[config.mk]
export PLATFORM = sky130hd
export DESIGN_NAME = acc_sched
export DESIGN_NICKNAME = d
export VERILOG_FILES = /design/src/rtl/acc_sched_pkg.sv /design/src/rtl/acc_sched_rr.sv /design/src/rtl/acc_sched.sv
export SDC_FILE = /design/constraint.sdc
export NUM_CORES = 1
export LEC_CHECK = 0
export BUFFER_PORTS_ARGS = -buffer_cell sky130_fd_sc_hd__buf_2
export CAP_MARGIN = 20
export CORE_AREA = 2 2 108 110
export CTS_CLUSTER_SIZE = 14
export DETAILED_ROUTE_END_ITERATION = 7
export DIE_AREA = 0 0 110 112
export PLACE_DENSITY_LB_ADDON = 0.15
export SLEW_MARGIN = 20
export SYNTH_ARGS = -nofsm -noshare
export SYNTH_HDL_FRONTEND = slang
export SYNTH_SLANG_ARGS = --single-unit
[constraint.sdc]
create_clock -name clk -period 9 [get_ports clk]
set_clock_uncertainty 0.2 [all_clocks]
set_input_delay 0 -clock clk [delete_from_list [all_inputs] [get_ports clk]]
set_output_delay 0 -clock clk [all_outputs]
set_load 0.05 [all_outputs]
[src/rtl/acc_sched_pkg.sv]
`default_nettype none
// ============================================================================
//  Module      : acc_sched_pkg
//  Description : Shared types and default parameter values for the
//                accumulator job scheduler.
//  Revision    : 1.0 - initial release
// ============================================================================
package acc_sched_pkg;

    localparam int NUM_REQ_DEF     = 4;
    localparam int DIN_WIDTH_DEF   = 32;
    localparam int DOUT_WIDTH_DEF  = 32;
    localparam int LEN_WIDTH_DEF   = 8;
    localparam int TIMEOUT_CYC_DEF = 64;

    typedef enum logic [2:0] {
        ST_IDLE   = 3'd0,
        ST_CLEAR  = 3'd1,
        ST_STREAM = 3'd2,
        ST_DRAIN  = 3'd3,
        ST_DONE   = 3'd4
    } state_e;

endpackage
`default_nettype wire

[src/rtl/acc_sched_rr.sv]
`default_nettype none
// ============================================================================
//  Module      : rr_arbiter
//  Description : Round-robin request selector. The requester at index
//                'pointer' has highest priority, priority then wraps upward.
//                Output is one-hot, or all-zero when nothing is requested.
//  Revision    : 1.0 - initial release
// ============================================================================
module rr_arbiter #(
    parameter int NUM_REQ = 4,
    parameter int PTR_W   = 2
) (
    input  logic [NUM_REQ-1:0] req,
    input  logic [PTR_W-1:0]   pointer,
    output logic [NUM_REQ-1:0] grant
);

    // Scan requesters starting at the pointer; the first one found wins.
    always_comb begin
        logic             found;
        logic [PTR_W-1:0] idx;
        grant = '0;
        found = 1'b0;
        idx   = '0;
        for (int i = 0; i < NUM_REQ; i++) begin
            idx = PTR_W'((int'(pointer) + i) % NUM_REQ);
            if (!found && req[idx]) begin
                grant[idx] = 1'b1;
                found      = 1'b1;
            end
        end
    end

endmodule
`default_nettype wire

[src/rtl/acc_sched.sv]
`default_nettype none
// ============================================================================
//  Module      : acc_sched
//  Description : Grants one requester at a time access to an external
//                accumulator, streams its samples through, and returns the
//                registered result with a done pulse.
//                Optional stall watchdog: define ACC_SCHED_TIMEOUT_EN.
//  Revision    : 1.0 - initial release
// ============================================================================
module acc_sched
    import acc_sched_pkg::*;
#(
    parameter int NUM_REQ     = NUM_REQ_DEF,
    parameter int DIN_WIDTH   = DIN_WIDTH_DEF,
    parameter int DOUT_WIDTH  = DOUT_WIDTH_DEF,
    parameter int LEN_WIDTH   = LEN_WIDTH_DEF,
    parameter int TIMEOUT_CYC = TIMEOUT_CYC_DEF
) (
    input  logic                                clk,
    input  logic                                rst_ni,
    input  logic [NUM_REQ-1:0]                  req_i,
    input  logic [NUM_REQ-1:0][LEN_WIDTH-1:0]   len_i,
    input  logic [NUM_REQ-1:0]                  valid_i,
    input  logic [NUM_REQ-1:0][DIN_WIDTH-1:0]   data_i,
    output logic [NUM_REQ-1:0]                  ready_o,
    output logic [NUM_REQ-1:0]                  grant_o,
    output logic [NUM_REQ-1:0]                  done_o,
    output logic                                err_o,
    output logic signed [DOUT_WIDTH-1:0]        result_o,
    output logic                                acc_en_o,
    output logic                                acc_clear_o,
    output logic signed [DIN_WIDTH-1:0]         acc_data_o,
    input  logic signed [DOUT_WIDTH-1:0]        acc_result_i,
    output logic                                busy_o
);

    localparam int PTR_W   = (NUM_REQ > 1) ? $clog2(NUM_REQ) : 1;

    state_e                  state_q, state_d;
    logic [PTR_W-1:0]        ptr_q, ptr_d;
    logic [PTR_W-1:0]        owner_q, owner_d;
    logic [NUM_REQ-1:0]      grant_q, grant_d;
    logic [NUM_REQ-1:0]      done_q, done_d;
    logic [LEN_WIDTH-1:0]    cnt_q, cnt_d;
    logic [DOUT_WIDTH-1:0]   result_q, result_d;
    logic [NUM_REQ-1:0]      arb_grant;
    logic [PTR_W-1:0]        arb_idx;
    logic                    beat;

`ifdef ACC_SCHED_TIMEOUT_EN
    localparam int STALL_W = (TIMEOUT_CYC > 1) ? $clog2(TIMEOUT_CYC) : 1;
    logic [STALL_W-1:0]      stall_q, stall_d;
    logic                    tmo_q, tmo_d;
    logic                    err_q, err_d;
`endif

    rr_arbiter #(
        .NUM_REQ (NUM_REQ),
        .PTR_W   (PTR_W)
    ) u_arb (
        .req     (req_i),
        .pointer (ptr_q),
        .grant   (arb_grant)
    );

    // Binary index of the arbiter winner, used for muxing and pointer update.
    always_comb begin
        arb_idx = '0;
        for (int i = 0; i < NUM_REQ; i++) begin
            if (arb_grant[i]) arb_idx = PTR_W'(i);
        end
    end

    // Datapath handshake: only the owner sees ready, and only in STREAM.
    assign beat        = (state_q == ST_STREAM) && valid_i[owner_q];
    assign ready_o     = (state_q == ST_STREAM) ? grant_q : '0;
    assign acc_en_o    = beat;
    assign acc_data_o  = beat ? data_i[owner_q] : '0;
    assign acc_clear_o = (state_q == ST_CLEAR);
    assign busy_o      = (state_q != ST_IDLE);
    assign grant_o     = grant_q;
    assign done_o      = done_q;
    assign result_o    = result_q;
`ifdef ACC_SCHED_TIMEOUT_EN
    assign err_o       = err_q;
`else
    assign err_o       = 1'b0;
`endif

    // Next-state and job bookkeeping.
    always_comb begin
        state_d  = state_q;
        ptr_d    = ptr_q;
        owner_d  = owner_q;
        grant_d  = grant_q;
        done_d   = '0;
        cnt_d    = cnt_q;
        result_d = result_q;
`ifdef ACC_SCHED_TIMEOUT_EN
        stall_d  = '0;
        tmo_d    = tmo_q;
        err_d    = 1'b0;
`endif
        case (state_q)
            ST_IDLE: begin
                if (|req_i) begin
                    grant_d = arb_grant;
                    owner_d = arb_idx;
                    cnt_d   = len_i[arb_idx];
                    ptr_d   = (arb_idx == PTR_W'(NUM_REQ - 1)) ? '0 : arb_idx + 1'b1;
                    state_d = ST_CLEAR;
`ifdef ACC_SCHED_TIMEOUT_EN
                    tmo_d   = 1'b0;
`endif
                end
            end
            ST_CLEAR: begin
                state_d = (cnt_q == '0) ? ST_DRAIN : ST_STREAM;
            end
            ST_STREAM: begin
                if (beat) begin
                    cnt_d = cnt_q - 1'b1;
                    if (cnt_q == LEN_WIDTH'(1)) state_d = ST_DRAIN;
                end
`ifdef ACC_SCHED_TIMEOUT_EN
                else if (stall_q == STALL_W'(TIMEOUT_CYC - 1)) begin
                    tmo_d   = 1'b1;
                    state_d = ST_DRAIN;
                end else begin
                    stall_d = stall_q + 1'b1;
                end
`endif
            end
            // The accumulator output lags en/clear by a cycle.
            ST_DRAIN: begin
                state_d = ST_DONE;
            end
            ST_DONE: begin
                result_d = acc_result_i;
                done_d   = grant_q;
                grant_d  = '0;
                state_d  = ST_IDLE;
`ifdef ACC_SCHED_TIMEOUT_EN
                err_d    = tmo_q;
`endif
            end
            default: begin
                state_d = ST_IDLE;
            end
        endcase
    end

    // State and output registers; reset drops any job in flight.
    always_ff @(posedge clk or negedge rst_ni) begin
        if (!rst_ni) begin
            state_q  <= ST_IDLE;
            ptr_q    <= '0;
            owner_q  <= '0;
            grant_q  <= '0;
            done_q   <= '0;
            cnt_q    <= '0;
            result_q <= '0;
`ifdef ACC_SCHED_TIMEOUT_EN
            stall_q  <= '0;
            tmo_q    <= 1'b0;
            err_q    <= 1'b0;
`endif
        end else begin
            state_q  <= state_d;
            ptr_q    <= ptr_d;
            owner_q  <= owner_d;
            grant_q  <= grant_d;
            done_q   <= done_d;
            cnt_q    <= cnt_d;
            result_q <= result_d;
`ifdef ACC_SCHED_TIMEOUT_EN
            stall_q  <= stall_d;
            tmo_q    <= tmo_d;
            err_q    <= err_d;
`endif
        end
    end

endmodule
`default_nettype wire

==> flow_summary.toml, run 1 <==
[floorplanning]
coreArea_sq_um = 11200
die_w_um = 110
die_height_um = 112
ios = 282
start_util_pct = 37.9
rows = 39
die-area_sq_um = 12300

[run]
drv_cap = 0

[clocking]
cts-root-buf = "clkbuf_16"
clkSinkCount = 55
cts_htree_levels = 2
clkTransAtPathRegs_ns = 0.07
cts_tree = "yes"
cts_buffers = 5
insertion_delay_ns = 0.29
post_cts_buffers = 0
cts.repair.resized = 0
cts_buffer_depth = 2

[timing]
fmax_ghz = 0.240
period_minus_slack_ns = 4.17
setup_tns_ns = 0
tightest_slew_ns = 0.720
rsz0062_at_grt = "false"
setup_slack_ns = 4.83
slew_headroom_pct = 51.5
period_share_pct = 46.4
hold_viol = 0
setup_viol = 0
whs_ns = 0.171
drv_slew = 0

[logic_synthesis]
synth_edf_count = 0
yosys_most_used_dff = "dfrtp_1"
ys_ff_latch = 55
avgSynthCellArea_sq_um = 9.57
syn_area_sq_um = 4240
ys_warn_count = 0
ys_types = 68
synthCells = 443
async_flop_share_pct = 100
netlist.area_leader.share_pct = 32.5
yosysTopAreaCell = "dfrtp_1"
ys_seq_area_share_pct = 32.5
synth_area_leaders = "dfrtp_1, mux4_2, nand2_1"
syn_nets = 654

[route]
drcViolationCount = 0
drt_pass1_iterations = 5
vias_per_cell = 5.42
drt_iter0_drc = 339
routed_wirelength_um = 16200
drtAntennaViolNets = 0
route.detailed.wl_per_inst_um = 18.1
vias = 4848

[power_and_ir_drop]
power.density_nw_per_um2 = 369
irDropWorstVdd_uv = 250
leakagePower_nw = 3.36

[global_route]
grt_max_degree = 56
antenna_found_initial = 3
grt_pass1_wl_um = 24800
grt_pass1_vias = 4836
groute.usage.overall_pct = 25.8
grt_overflow = 0

[worst_setup_path]
path_cells = "inv_1 > ha_1 > mux4_2 > and2_1 > mux2_4 > nor3_4 > a211oi_1 > dlygate4sd3_1 > o22ai_1 > dlygate4sd3_1"
slowest_delay_ns = 0.69
path_class = "register to register"
critPathMaxFanout = 16
cp_common_cell = "dlygate4sd3_1"
cp_slowest_cell = "dfrtp_1"
end_kind = "register"
cp.arrival_ns = 4.20
required_ns = 9.03
cp-start-kind = "register"

[outcome]
status = "completed"

[finish]
fillCellCount = 1019
final_area_sq_um = 6350
layout_commonest_cell = "buf_2"
layout_common_cells = "buf_2, nand2_1, dfrtp_1, dlygate4sd3_1, and3_1"
drive_gt1_share_pct = 47.1
syn_to_final_growth_pct = 49.7
fin_nets = 959

[placed_design]
post-dp-hpwl_um = 12000
place_area_sq_um = 5690
pre_cts_slack_ns = 5.81
io_buffers = 280
place_congestion = 0.915

[worst_hold_path]
hold_class = "input port to asynchronous set/reset pin"
[power breakdown]
part / total, mW / switching (mW) / internal (mW)
Combinational: 1.67 / 1.06 / 0.608
Sequential: 0.474 / 0.110 / 0.364
Clock: 0.200 / 0.0942 / 0.106
Total: 2.34 / 1.27 / 1.08
[area by class of cell]
class	count	area [sq um]	share of cell area, %
Antenna cell	2	5.00	0.0788
Clock buffer	5	125	1.97
Clock inverter	3	27.5	0.433
Inverter	11	41.3	0.650
Multi-Input combinational cell	339	2650	41.7
Sequential cell	55	1380	21.7
Tap cell	143	179	2.82
Timing Repair Buffer	336	1950	30.7
[metal layers]
layer	track usage [%]	vias to the layer above	part of all wire, %
met5	0	-	0.080
met4	6.24	2	1.2
met3	5.68	20	8.1
met2	42.9	226	49
met1	33.9	2346	42
li1	-	2254	-
[worst max-delay path, delay by kind of cell, from the launching register on]
kind                     cells  cell delay (ns)
multiplexers                 2             0.69
AO/OA/AOI/OAI                2             0.25
adder cells (fa/ha/maj)      1             0.36
buffers and inverters        3             1.34
AND/OR/NAND/NOR              2             0.57
flip-flops                   1             0.69
[Yosys cell counts (4+ instances only)]
cell type / number
a21oi_1: 11
nor4_1: 5
nor2_1: 10
a221oi_1: 5
buf_2: 5
clkbuf_1: 24
and2_1: 6
and3_1: 39
nand2_1: 108
inv_1: 10
dfrtp_1: 55
nand3_1: 11
buf_6: 5
ha_1: 9
o21ai_0: 17
nor3_1: 4
mux4_2: 36
o31ai_1: 4
[cell families after synthesis]
kind of cell	after synthesis	share of synthesized area (%)
other	1	0.0884
buffers and inverters	49	5.46
muxes	40	20.5
and+or+nand+nor	209	24.7
DFF	55	32.5
AOI/OAI and AO/OA	80	14.1
adders and majority gates	9	2.66
[path summary, 6_finish.rpt]
check / startpoint / endpoint / slack [ns] / cells after the start
max: ptr_q[0] / cnt_q[0] / 4.83 / 10
min: rst_ni / ptr_q[1] / 0.17 / 3
max reg2reg: ptr_q[0] / cnt_q[0] / 4.83 / 10
min reg2reg: result_o[9] / result_o[9] / 0.28 / 2
max in group asynchronous: rst_ni / owner_q[0] / 7.92 / 3
min in group clk: req_i[0] / state_q[0] / 0.19 / 5
[registers in the layout, indices dropped and copies added (netlist names)]
register and flops:
cnt_q 8, owner_q 2, done_o 4, state_q 3
grant_o 4, result_o 32, ptr_q 2
[metrics by stage]
stage | util [%] | cells | power, mW
after global placement | 50.9 | 834 | 2.03
after detailed placement | 50.9 | 834 | 2.06
after global routing | 56.8 | 893 | 2.51
final | 56.8 | 894 | 2.34
after floorplan | - | 443 | 1.69
after CTS | 56.8 | 892 | 2.34
[timing repair]
item                                    in CTS  in global routing
endpoints found under the setup margin       0                  0
hold buffers                                50                  0
endpoints found under the hold margin       95                  0
(Power assumes the default switching activity.)
==> run 2, diff against run 1 <==
--- a/config.mk
+++ b/config.mk
@@ -5,6 +5,7 @@
 export SDC_FILE = /design/constraint.sdc
 export NUM_CORES = 1
 export LEC_CHECK = 0
+export ABC_AREA = 1
 export BUFFER_PORTS_ARGS = -buffer_cell sky130_fd_sc_hd__buf_2
 export CAP_MARGIN = 20
 export CORE_AREA = 2 2 108 110
==> constraint.sdc (replaced) <==
create_clock -name clk -period 4.1 [get_ports clk]
set_clock_uncertainty 0.2 [all_clocks]
set_input_delay 0 -clock clk [delete_from_list [all_inputs] [get_ports clk]]
set_output_delay 0 -clock clk [all_outputs]
set_load 0.05 [all_outputs]
==> flow_summary.toml, run 2 <==
[clocking]
cts_buffers = 5
clkTransAtPathRegs_ns = 0.08
insertion_delay_ns = 0.30
clkSinkCount = 55
cts_buffer_depth = 2
cts_tree = "yes"
cts-root-buf = "clkbuf_16"
cts_htree_levels = 2

[floorplanning]
ios = 282
coreArea_sq_um = 11200
die_w_um = 110
die_height_um = 112
start_util_pct = 37.6
die-area_sq_um = 12300
rows = 39

[logic_synthesis]
synth_area_leaders = "dfrtp_1, nor2_1, mux2_2"
ys_types = 35
ys_ff_latch = 55
ys_warn_count = 0
ys_top_cells_by_count = "nor2_1, nand2_1, o21ai_0"
synth_top_family_by_area = "simple AND/OR/NAND/NOR gates"
yosysMostFrequentCell = "nor2_1"
yosys_most_used_dff = "dfrtp_1"
synth_edf_count = 0
ys_seq_area_share_pct = 32.7
syn_area_sq_um = 4210
async_flop_share_pct = 100
synth_adder_area_share_pct = 2.68
yosys.area_share.xor_xnor_pct = 0.625
syn_nets = 831
muxShareOfSynthArea_pct = 8.57
netlist.area_leader.share_pct = 32.7
synth_compound_area_share_pct = 15.5
synthCells = 620
yosysTopAreaCell = "dfrtp_1"
synth_simple_gate_area_share_pct = 32.2
avgSynthCellArea_sq_um = 6.78

[global_route]
antenna_found_initial = 5
groute.usage.overall_pct = 24.7
grt_overflow = 0
grt_pass1_wl_um = 24000
grt_pass1_vias = 5127
grt_max_degree = 67

[finish]
largest_reg_flops = 32
stdcell_count = 1089
syn_to_final_growth_pct = 55.0
post-route-util_pct = 58.4
layout_commonest_cell = "buf_2"
fin_nets = 1152
layout_common_cells = "buf_2, nor2_1, nand2_1, o21ai_0, dlygate4sd3_1"
drive_gt1_share_pct = 38.1

[worst_setup_path]
required_ns = 4.09
path_class = "register to register"
cp-start-kind = "register"
end_kind = "register"
critPathMaxFanout = 15
cp.arrival_ns = 3.73

[power_and_ir_drop]
leakagePower_nw = 3.50
power.density_nw_per_um2 = 865
irDropWorstVdd_uv = 568

[run]
drv_cap = 0

[placed_design]
place_congestion = 0.909
dp_cells = 1016
post-dp-hpwl_um = 11800
pre_cts_slack_ns = 1.23
io_buffers = 280

[timing]
setup_viol = 0
period_share_pct = 91.1
rsz0062_at_grt = "false"
tightest_slew_ns = 0.999
setup_tns_ns = 0
fmax_ghz = 0.268
slew_headroom_pct = 33.3
whs_ns = 0.120
setup_slack_ns = 0.363
period_minus_slack_ns = 3.74
drv_slew = 0
hold_viol = 0

[route]
drt_pass1_iterations = 4
drtAntennaViolNets = 0
routed_wirelength_um = 15800
drt_iter0_drc = 388
route.detailed.wl_per_inst_um = 14.5
drcViolationCount = 0
vias_per_cell = 4.84
vias = 5267

[worst_hold_path]
hold_class = "input port to register"

[outcome]
status = "completed"
## run 2: cell types whose count changed after synthesis, sizes merged, moves of 16 or more
cell   previous run  this run
mux4             36         0
nor2             10       176
nand2           108        92
and3             39         0
mux2              2        32
o21ai            20        73
a21oi            11        44
nand3            12        39
inv              11        46
## run 2: worst max-delay path, cell delays in order (launching register included)
cell	delay, ns
dfrtp_2	0.47
inv_2	0.12
ha_1	0.36
inv_1	0.12
nand3_1	0.08
nand2_1	0.11
nand2_4	0.07
nor2_4	0.16
nand2_2	0.08
nand3_4	0.14
nand2_4	0.12
nand2_8	0.13
nand2_1	0.08
nand3_1	0.07
dlygate4sd3_1	0.55
nand3_1	0.07
dlygate4sd3_1	0.60
nand2_1	0.06
nand2_1	0.04
## run 2: area by class of cell
cell class,instances,area [sq um]
clock buffers,6,129
repair buffers,347,2080
diodes,4,10.0
clock inverters,2,38.8
well taps,143,179
fillers,1066,4650
flip-flops and latches,55,1380
inverters,48,186
multi-input cells,484,2520
## run 2: report_power, final
group	leakage (nW)	switching [mW]	internal, mW
logic	2.76	2.75	1.42
registers	0.659	0.171	0.804
clock network	0.0815	0.203	0.291
total	3.50	3.12	2.52
## run 2: final timing paths
kind                            slack [ns]  cells after the start         from      endpoint
worst min-delay path                  0.12                      5   valid_i[2]    state_q[0]
max in group asynchronous             3.02                      3       rst_ni    owner_q[0]
min in group asynchronous             0.18                      3       rst_ni  result_o[20]
worst max-delay path                  0.36                     18     ptr_q[0]      cnt_q[3]
worst min register to register        0.30                      1  result_o[0]   result_o[0]
worst max register to register        0.36                     18     ptr_q[0]      cnt_q[3]
## run 2: through the flow
step	cell area, sq um	total power, mW
CTS	6460	5.58
global route	6510	6.10
detailed placement	5720	4.76
global placement	5720	4.70
finish	6520	5.64
floorplan	4210	3.90
## run 2: cell families (layout without fill, tap and decap cells)
kind of cell | Yosys count | count (layout)
muxes | 32 | 32
adders and majority gates | 9 | 9
and+or+nand+nor | 314 | 314
AOI/OAI and AO/OA | 125 | 125
xor gates and xnor gates | 3 | 3
buffers and inverters | 81 | 403
DFF | 55 | 55
other | 1 | 5
## run 2: what timing repair did
action,CTS,global route
hold buffers,57,0
gates resized for setup,0,7
setup buffers,0,4
hold endpoints to repair,96,0
setup endpoints to repair,0,6
## run 2: per-layer routing
layer | GRT usage [%] | vias up | wire length (um) | share of wire (%)
met3 | 6.32 | 17 | 1290 | 8.2
li1 | - | 2650 | - | -
met2 | 46.7 | 217 | 8270 | 52
met5 | 0 | - | 13 | 0.082
met4 | 5.40 | 2 | 226 | 1.4
met1 | 26.9 | 2381 | 5980 | 38
